`src/rtl/mem_arbiter_if.sv`:
```
// mem_arbiter_if: bundles the CPU and GPU request ports and the shared RAM
// port of mem_arbiter. The slave modport is the arbiter's view; the master
// modport is the system side (the two requesters plus the RAM itself).
interface mem_arbiter_if;
    // CPU requester
    logic        cpu_mem_read;
    logic [11:0] cpu_mem_read_addr;
    logic [7:0]  cpu_mem_read_data;
    logic        cpu_mem_read_ack;
    logic        cpu_mem_write;
    logic [11:0] cpu_mem_write_addr;
    logic [7:0]  cpu_mem_write_data;
    logic        cpu_mem_write_ack;

    // GPU requester
    logic        gpu_mem_read;
    logic [11:0] gpu_mem_read_addr;
    logic [7:0]  gpu_mem_read_data;
    logic        gpu_mem_read_ack;
    logic        gpu_mem_write;
    logic [11:0] gpu_mem_write_addr;
    logic [7:0]  gpu_mem_write_data;
    logic        gpu_mem_write_ack;

    // Shared single-port RAM (synchronous read)
    logic        ram_en;
    logic        ram_we;
    logic [11:0] ram_addr;
    logic [7:0]  ram_wdata;
    logic [7:0]  ram_rdata;

    modport slave (
        input  cpu_mem_read, cpu_mem_read_addr,
        input  cpu_mem_write, cpu_mem_write_addr, cpu_mem_write_data,
        output cpu_mem_read_data, cpu_mem_read_ack, cpu_mem_write_ack,
        input  gpu_mem_read, gpu_mem_read_addr,
        input  gpu_mem_write, gpu_mem_write_addr, gpu_mem_write_data,
        output gpu_mem_read_data, gpu_mem_read_ack, gpu_mem_write_ack,
        output ram_en, ram_we, ram_addr, ram_wdata,
        input  ram_rdata
    );

    modport master (
        output cpu_mem_read, cpu_mem_read_addr,
        output cpu_mem_write, cpu_mem_write_addr, cpu_mem_write_data,
        input  cpu_mem_read_data, cpu_mem_read_ack, cpu_mem_write_ack,
        output gpu_mem_read, gpu_mem_read_addr,
        output gpu_mem_write, gpu_mem_write_addr, gpu_mem_write_data,
        input  gpu_mem_read_data, gpu_mem_read_ack, gpu_mem_write_ack,
        input  ram_en, ram_we, ram_addr, ram_wdata,
        output ram_rdata
    );
endinterface

```
`src/rtl/mem_arbiter.sv`:
```
// mem_arbiter: serialises CPU and GPU read/write requests onto the single
// 4 KiB x 8 RAM port. Round-robin between requesters, write before read
// within a requester, one transaction every four cycles:
// IDLE (arbitrate) -> ACCESS (RAM enabled) -> COMPLETE (capture) -> ACK.
module mem_arbiter (
    input  logic          clk,
    input  logic          rst_n,
    mem_arbiter_if.slave  bus
);

    typedef enum logic [1:0] {
        ST_IDLE     = 2'd0,
        ST_ACCESS   = 2'd1,
        ST_COMPLETE = 2'd2,
        ST_ACK      = 2'd3
    } state_t;

    typedef enum logic {
        OWNER_CPU = 1'b0,
        OWNER_GPU = 1'b1
    } owner_t;

    state_t      state;
    state_t      state_next;
    owner_t      owner;        // requester served by the current transaction
    owner_t      last_owner;   // winner of the most recent arbitration
    logic        op_write;     // current transaction is a write

    logic        cpu_pend;
    logic        gpu_pend;
    logic        any_pend;
    owner_t      win_owner;
    logic        win_write;
    logic [11:0] win_addr;
    logic [7:0]  win_wdata;

    // Arbitration: pick the requester (round-robin on ties), then write before read.
    always_comb begin
        // NOTE: every output of a combinational block gets a default first so
        // no path leaves it unassigned, which would otherwise infer a latch.
        cpu_pend  = bus.cpu_mem_read | bus.cpu_mem_write;
        gpu_pend  = bus.gpu_mem_read | bus.gpu_mem_write;
        any_pend  = cpu_pend | gpu_pend;
        win_owner = OWNER_GPU;
        win_write = 1'b0;
        win_addr  = '0;
        win_wdata = '0;

        if (cpu_pend && (!gpu_pend || last_owner == OWNER_GPU)) begin
            win_owner = OWNER_CPU;
        end

        if (win_owner == OWNER_CPU) begin
            win_write = bus.cpu_mem_write;
            win_addr  = bus.cpu_mem_write ? bus.cpu_mem_write_addr : bus.cpu_mem_read_addr;
            win_wdata = bus.cpu_mem_write_data;
        end else begin
            win_write = bus.gpu_mem_write;
            win_addr  = bus.gpu_mem_write ? bus.gpu_mem_write_addr : bus.gpu_mem_read_addr;
            win_wdata = bus.gpu_mem_write_data;
        end
    end

    // Next-state logic: only IDLE waits; every other state advances unconditionally,
    // so a request dropped mid-transaction still lets the FSM return to IDLE.
    always_comb begin
        state_next = state;
        case (state)
            ST_IDLE:     if (any_pend) state_next = ST_ACCESS;
            ST_ACCESS:   state_next = ST_COMPLETE;
            ST_COMPLETE: state_next = ST_ACK;
            ST_ACK:      state_next = ST_IDLE;
            default:     state_next = ST_IDLE;
        endcase
    end

    // State register.
    always_ff @(posedge clk or negedge rst_n) begin
        // NOTE: sequential state uses non-blocking assignments so every register
        // samples the values from before the edge, independent of statement order.
        if (!rst_n) begin
            state <= ST_IDLE;
        end else begin
            state <= state_next;
        end
    end

    // Transaction latch, RAM port drive, read-data capture and ack pulses.
    // ram_addr/ram_wdata double as the latched address/data and hold outside ACCESS.
    always_ff @(posedge clk or negedge rst_n) begin
        if (!rst_n) begin
            owner                 <= OWNER_CPU;
            last_owner            <= OWNER_GPU;
            op_write              <= 1'b0;
            bus.ram_en            <= 1'b0;
            bus.ram_we            <= 1'b0;
            bus.ram_addr          <= '0;
            bus.ram_wdata         <= '0;
            bus.cpu_mem_read_data <= '0;
            bus.gpu_mem_read_data <= '0;
            bus.cpu_mem_read_ack  <= 1'b0;
            bus.cpu_mem_write_ack <= 1'b0;
            bus.gpu_mem_read_ack  <= 1'b0;
            bus.gpu_mem_write_ack <= 1'b0;
        end else begin
            case (state)
                ST_IDLE: begin
                    if (any_pend) begin
                        owner         <= win_owner;
                        last_owner    <= win_owner;
                        op_write      <= win_write;
                        bus.ram_en    <= 1'b1;
                        bus.ram_we    <= win_write;
                        bus.ram_addr  <= win_addr;
                        bus.ram_wdata <= win_wdata;
                    end
                end
                ST_ACCESS: begin
                    bus.ram_en <= 1'b0;
                    bus.ram_we <= 1'b0;
                end
                ST_COMPLETE: begin
                    if (owner == OWNER_CPU) begin
                        if (op_write) begin
                            bus.cpu_mem_write_ack <= 1'b1;
                        end else begin
                            bus.cpu_mem_read_data <= bus.ram_rdata;
                            bus.cpu_mem_read_ack  <= 1'b1;
                        end
                    end else begin
                        if (op_write) begin
                            bus.gpu_mem_write_ack <= 1'b1;
                        end else begin
                            bus.gpu_mem_read_data <= bus.ram_rdata;
                            bus.gpu_mem_read_ack  <= 1'b1;
                        end
                    end
                end
                ST_ACK: begin
                    bus.cpu_mem_read_ack  <= 1'b0;
                    bus.cpu_mem_write_ack <= 1'b0;
                    bus.gpu_mem_read_ack  <= 1'b0;
                    bus.gpu_mem_write_ack <= 1'b0;
                end
                default: begin
                    bus.ram_en <= 1'b0;
                    bus.ram_we <= 1'b0;
                end
            endcase
        end
    end

endmodule

```
`src/flat_wrapper.sv`:
```
// flat-port wrapper written by rule: the top's interface ports become plain ports
module mem_arbiter_flat 
  (clk, rst_n, bus_cpu_mem_read, bus_cpu_mem_read_addr, bus_cpu_mem_write, bus_cpu_mem_write_addr, bus_cpu_mem_write_data, bus_cpu_mem_read_data, bus_cpu_mem_read_ack, bus_cpu_mem_write_ack, bus_gpu_mem_read, bus_gpu_mem_read_addr, bus_gpu_mem_write, bus_gpu_mem_write_addr, bus_gpu_mem_write_data, bus_gpu_mem_read_data, bus_gpu_mem_read_ack, bus_gpu_mem_write_ack, bus_ram_en, bus_ram_we, bus_ram_addr, bus_ram_wdata, bus_ram_rdata);
  mem_arbiter_if bus_i ();
  input  logic clk;
  input  logic rst_n;
  input wire logic [$bits(bus_i.cpu_mem_read)-1:0] bus_cpu_mem_read;
  input wire logic [$bits(bus_i.cpu_mem_read_addr)-1:0] bus_cpu_mem_read_addr;
  input wire logic [$bits(bus_i.cpu_mem_write)-1:0] bus_cpu_mem_write;
  input wire logic [$bits(bus_i.cpu_mem_write_addr)-1:0] bus_cpu_mem_write_addr;
  input wire logic [$bits(bus_i.cpu_mem_write_data)-1:0] bus_cpu_mem_write_data;
  output wire logic [$bits(bus_i.cpu_mem_read_data)-1:0] bus_cpu_mem_read_data;
  output wire logic [$bits(bus_i.cpu_mem_read_ack)-1:0] bus_cpu_mem_read_ack;
  output wire logic [$bits(bus_i.cpu_mem_write_ack)-1:0] bus_cpu_mem_write_ack;
  input wire logic [$bits(bus_i.gpu_mem_read)-1:0] bus_gpu_mem_read;
  input wire logic [$bits(bus_i.gpu_mem_read_addr)-1:0] bus_gpu_mem_read_addr;
  input wire logic [$bits(bus_i.gpu_mem_write)-1:0] bus_gpu_mem_write;
  input wire logic [$bits(bus_i.gpu_mem_write_addr)-1:0] bus_gpu_mem_write_addr;
  input wire logic [$bits(bus_i.gpu_mem_write_data)-1:0] bus_gpu_mem_write_data;
  output wire logic [$bits(bus_i.gpu_mem_read_data)-1:0] bus_gpu_mem_read_data;
  output wire logic [$bits(bus_i.gpu_mem_read_ack)-1:0] bus_gpu_mem_read_ack;
  output wire logic [$bits(bus_i.gpu_mem_write_ack)-1:0] bus_gpu_mem_write_ack;
  output wire logic [$bits(bus_i.ram_en)-1:0] bus_ram_en;
  output wire logic [$bits(bus_i.ram_we)-1:0] bus_ram_we;
  output wire logic [$bits(bus_i.ram_addr)-1:0] bus_ram_addr;
  output wire logic [$bits(bus_i.ram_wdata)-1:0] bus_ram_wdata;
  input wire logic [$bits(bus_i.ram_rdata)-1:0] bus_ram_rdata;
  assign bus_i.cpu_mem_read = bus_cpu_mem_read;
  assign bus_i.cpu_mem_read_addr = bus_cpu_mem_read_addr;
  assign bus_i.cpu_mem_write = bus_cpu_mem_write;
  assign bus_i.cpu_mem_write_addr = bus_cpu_mem_write_addr;
  assign bus_i.cpu_mem_write_data = bus_cpu_mem_write_data;
  assign bus_cpu_mem_read_data = bus_i.cpu_mem_read_data;
  assign bus_cpu_mem_read_ack = bus_i.cpu_mem_read_ack;
  assign bus_cpu_mem_write_ack = bus_i.cpu_mem_write_ack;
  assign bus_i.gpu_mem_read = bus_gpu_mem_read;
  assign bus_i.gpu_mem_read_addr = bus_gpu_mem_read_addr;
  assign bus_i.gpu_mem_write = bus_gpu_mem_write;
  assign bus_i.gpu_mem_write_addr = bus_gpu_mem_write_addr;
  assign bus_i.gpu_mem_write_data = bus_gpu_mem_write_data;
  assign bus_gpu_mem_read_data = bus_i.gpu_mem_read_data;
  assign bus_gpu_mem_read_ack = bus_i.gpu_mem_read_ack;
  assign bus_gpu_mem_write_ack = bus_i.gpu_mem_write_ack;
  assign bus_ram_en = bus_i.ram_en;
  assign bus_ram_we = bus_i.ram_we;
  assign bus_ram_addr = bus_i.ram_addr;
  assign bus_ram_wdata = bus_i.ram_wdata;
  assign bus_i.ram_rdata = bus_ram_rdata;
  mem_arbiter u_core (.clk(clk), .rst_n(rst_n), .bus(bus_i));
endmodule
```
`config.mk`:
```
export PLATFORM = sky130hd
export DESIGN_NAME = mem_arbiter_flat
export DESIGN_NICKNAME = d
export VERILOG_FILES = /design/src/rtl/mem_arbiter_if.sv /design/src/rtl/mem_arbiter.sv /design/src/flat_wrapper.sv
export SDC_FILE = /design/constraint.sdc
export NUM_CORES = 1
export LEC_CHECK = 0
export BUFFER_PORTS_ARGS = -buffer_cell sky130_fd_sc_hd__buf_2
export CAP_MARGIN = 40
export CORE_ASPECT_RATIO = 2
export CORE_MARGIN = 4
export CORE_UTILIZATION = 45
export DETAILED_ROUTE_END_ITERATION = 12
export PLACE_DENSITY = 0.76
export SLEW_MARGIN = 40
export SYNTH_ARGS = -nofsm -noshare
export SYNTH_HDL_FRONTEND = slang
export SYNTH_SLANG_ARGS = --single-unit
```
`constraint.sdc`:
```
create_clock -name clk -period 3.6 [get_ports clk]
set_input_delay 1.08 -clock clk [delete_from_list [all_inputs] [get_ports clk]]
set_output_delay 1.08 -clock clk [all_outputs]
set_load 0.02 [all_outputs]
```
==> results.toml <==
[global_route]
antenna_found_initial = 0
grt_max_degree = 48
first_global_vias = 2189
grt_util_met3_pct = 5.012
overflow = 0
met1_usage_pct = 18.41
grt_first_pass_wirelength_mm = 9.418
grt_usage_pct = 18.18
grt_busiest_layer = "met2"
use_met2_pct = 34.26

[final_layout]
nFillCells = 459
drive_gt1_share_pct = 44.74
final_cell_area_um2 = 3169
diodes = 0
area_delta_synth_final_pct = 32.27
post-route-util_pct = 61.68
nets = 425
final_cell_count_no_fill = 400

[detailed_routing]
firstDrtPassIters = 4
postRouteAntennaNets = 0
routed_wirelength_mm = 5.688
wire_per_inst_um = 14.22
post_drt_via_cell_ratio = 5.228
drc = 0
drt-initial-drc-count = 34
vias = 2091

[cts]
cts_tree = "built"
clkSinkCount = 47
cts.path.max_buffers = 2
post_cts_resized = 0
clk_pin_slew_ns = 0.08
h-tree-depth = 2
post-cts-setup-buffer-count = 0
cts_root_buffer = "clkbuf_8"
clk_latency_ns = 0.29
numCtsBuffers = 5
ctsHoldBuffers = 0

[setup_path]
crit_fanout = 28
path_buf_inv = 2
crit_type = "in2reg"
arrival_ns = 2.49
r2r_start = "u_core.state[0]$_DFFE_PN0P_"
critPathTopFamily = "compound AO/OA/AOI/OAI gates"
cpMaxStageDelayCell = "o41ai_4"
cp-end-kind = "register"
critical_path.startpoint = "bus_gpu_mem_write"
crit_chain = "buf_2, o41ai_4, buf_4, o21ai_0"
cp-start-kind = "input port"
max_stage_delay_ns = 0.63
cp.required_ns = 3.77

[synth]
synth_area_per_cell_um2 = 10.65
yosysUniqueCellTypes = 31
synth_seq_cells = 47
yosysWarnings = 0
synthArstFlopShare_pct = 100.0
synth_cells = 225
syn_area_um2 = 2396
synth_nets = 309
synth-edff-count = 0
synth_flop_cell = "dfrtp_1"
ys_seq_area_share_pct = 49.14

[floorplan]
ioPinCount = 120
die_h_um = 111.2
dieArea_um2 = 6627
initial_core_util_pct = 46.63
num_rows = 37
die_w_um = 59.60
core_area_um2 = 5139

[placement]
place_area_um2 = 3033
dp.cells = 392
port_buffers = 119
place_congestion = 0.7585
place_ws_ns = 0.9536
hpwl_mm = 4.670

[sta]
min_period_ns = 2.320
finalHoldViolCount = 0
setup-tns-final_ns = 0
period_share_pct = 64.44
fmax_ghz = 0.4311
setup_viol_count_final = 0
tightest_slew_ns = 0.5730
rsz0062_at_grt = "false"
holdWs_ns = 0.4777
maxSlewViolCount = 0
setup_ws_ns = 1.280
fin_skew_ns = 0.006550
slew_headroom_pct = 61.80

[min_path]
hp-start = "u_core.bus.ram_addr[11]$_DFFE_PN0P_"
worstHoldPathType = "reg2reg"

[run_status]
outcome = "finished clean"

[pwr]
clkPwrFrac_pct = 16.2
power.share.switching_pct = 40.88
power_frac_seq_pct = 35.0
comb_power_share_pct = 48.8
leakage_nw = 1.556
p_int_mw = 1.631
p_per_area_nw_per_um2 = 870.6
p_sw_mw = 1.128
irDropWorstVdd_mv = 0.5318
power.total_mw = 2.759

[run]
cap_viol_max_count = 0
flip-flops by register name, indices dropped and copies added, names as in the netlist:
register	count
u_core.bus.cpu_mem_write_ack	1
u_core.state	2
u_core.bus.gpu_mem_read_data	8
u_core.bus.gpu_mem_write_ack	1
u_core.bus.cpu_mem_read_ack	1
u_core.bus.ram_we	1
u_core.bus.ram_wdata	8
u_core.bus.gpu_mem_read_ack	1
u_core.bus.ram_en	1
u_core.bus.cpu_mem_read_data	8
u_core.owner	1
u_core.op_write	1
u_core.last_owner	1
u_core.bus.ram_addr	12
power by group through the flow:
stage	registers [mW]	clock network, mW	logic, mW
final	0.964	0.448	1.35
after global routing	1.00	0.480	1.51
after CTS	0.968	0.461	1.38
after detailed placement	0.976	0	1.38
after global placement	0.970	0	1.33
after floorplan	1.24	0	0.650
placed cells by master (no fill, tap or decap):
cell	synthesis	final
a211oi_1	24	24
a21o_1	1	1
a21oi_1	5	5
a22o_1	1	1
a22oi_1	1	1
a32o_1	1	1
a32oi_1	1	1
buf_2	11	118
buf_4	1	5
bufinv_16	0	2
clkbuf_8	0	5
clkinvlp_4	0	1
dfrtp_1	46	46
dfstp_2	1	1
ha_1	6	6
inv_1	4	4
mux2_2	18	18
mux2i_1	8	8
nand2_1	26	26
nand2b_1	2	2
nand3_1	2	2
nand3b_1	1	1
nor2_1	5	5
nor2_2	1	1
nor2b_1	26	26
nor3_1	1	1
o21ai_0	13	13
o21ai_1	2	2
o22a_1	1	1
o22ai_2	0	1
o31ai_1	12	12
o41ai_4	1	1
logic make-up (layout without fill, tap and decap cells):
group                    after synthesis  count (layout)  share of synthesized area (%)
AO/OA/AOI/OAI                         64              64                          19.01
adder cells (fa/ha/maj)                6               6                          3.133
buffers and inverters                 18             135                          3.550
flip-flops                            47              47                          49.14
multiplexers                          26              26                          11.80
AND/OR/NAND/NOR                       64              64                          13.37
layout make-up:
cell class	instances	area, um^2	share of cell area (%)
repair buffers	123	628.1	19.82
inverters	4	15.01	0.4737
flip-flops and latches	47	1177	37.15
well taps	58	72.57	2.290
multi-input cells	160	1140	35.97
clock buffers	5	68.82	2.171
clock inverters	3	67.56	2.132
path summary, 6_finish.rpt:
path	to	slack, ns	depth (start not counted)
min in group asynchronous	u_core.bus.cpu_mem_read_data[4]$_DFFE_PN0P_	0.78	1
worst min-delay path	u_core.bus.ram_addr[11]$_DFFE_PN0P_	0.48	2
worst max register to register	u_core.bus.cpu_mem_read_data[1]$_DFFE_PN0P_	1.82	5
worst min register to register	u_core.bus.ram_addr[11]$_DFFE_PN0P_	0.48	2
max in group asynchronous	u_core.bus.cpu_mem_read_data[1]$_DFFE_PN0P_	2.42	1
worst max-delay path	u_core.bus.ram_wdata[4]$_DFFE_PN0P_	1.28	4
worst reg2reg max path, stage by stage, from the launching register on:
cell and delay, ns:
dfrtp_1 0.41, inv_1 0.16, ha_1 0.22, nand2b_1 0.11, nor2_2 0.38, mux2_2 0.39
routing by layer:
| metal | routed length (um) | share of wire (%) |
|---|---|---|
| met4 | 73 | 1.3 |
| met5 | 0 | 0 |
| met1 | 2031 | 36 |
| met2 | 3039 | 53 |
| met3 | 544 | 9.6 |
Yosys cell counts, types with 4 or more instances:
cell / number / share of area, %
a211oi_1: 24 / 7.5
a21oi_1: 5 / 1.0
buf_2: 11 / 2.3
dfrtp_1: 46 / 48
ha_1: 6 / 3.1
inv_1: 4 / 0.63
mux2_2: 18 / 8.5
mux2i_1: 8 / 3.3
nand2_1: 26 / 4.1
nor2_1: 5 / 0.78
nor2b_1: 26 / 6.8
o21ai_0: 13 / 2.7
o31ai_1: 12 / 3.8
Note: power is estimated with default switching activity, not from simulation.
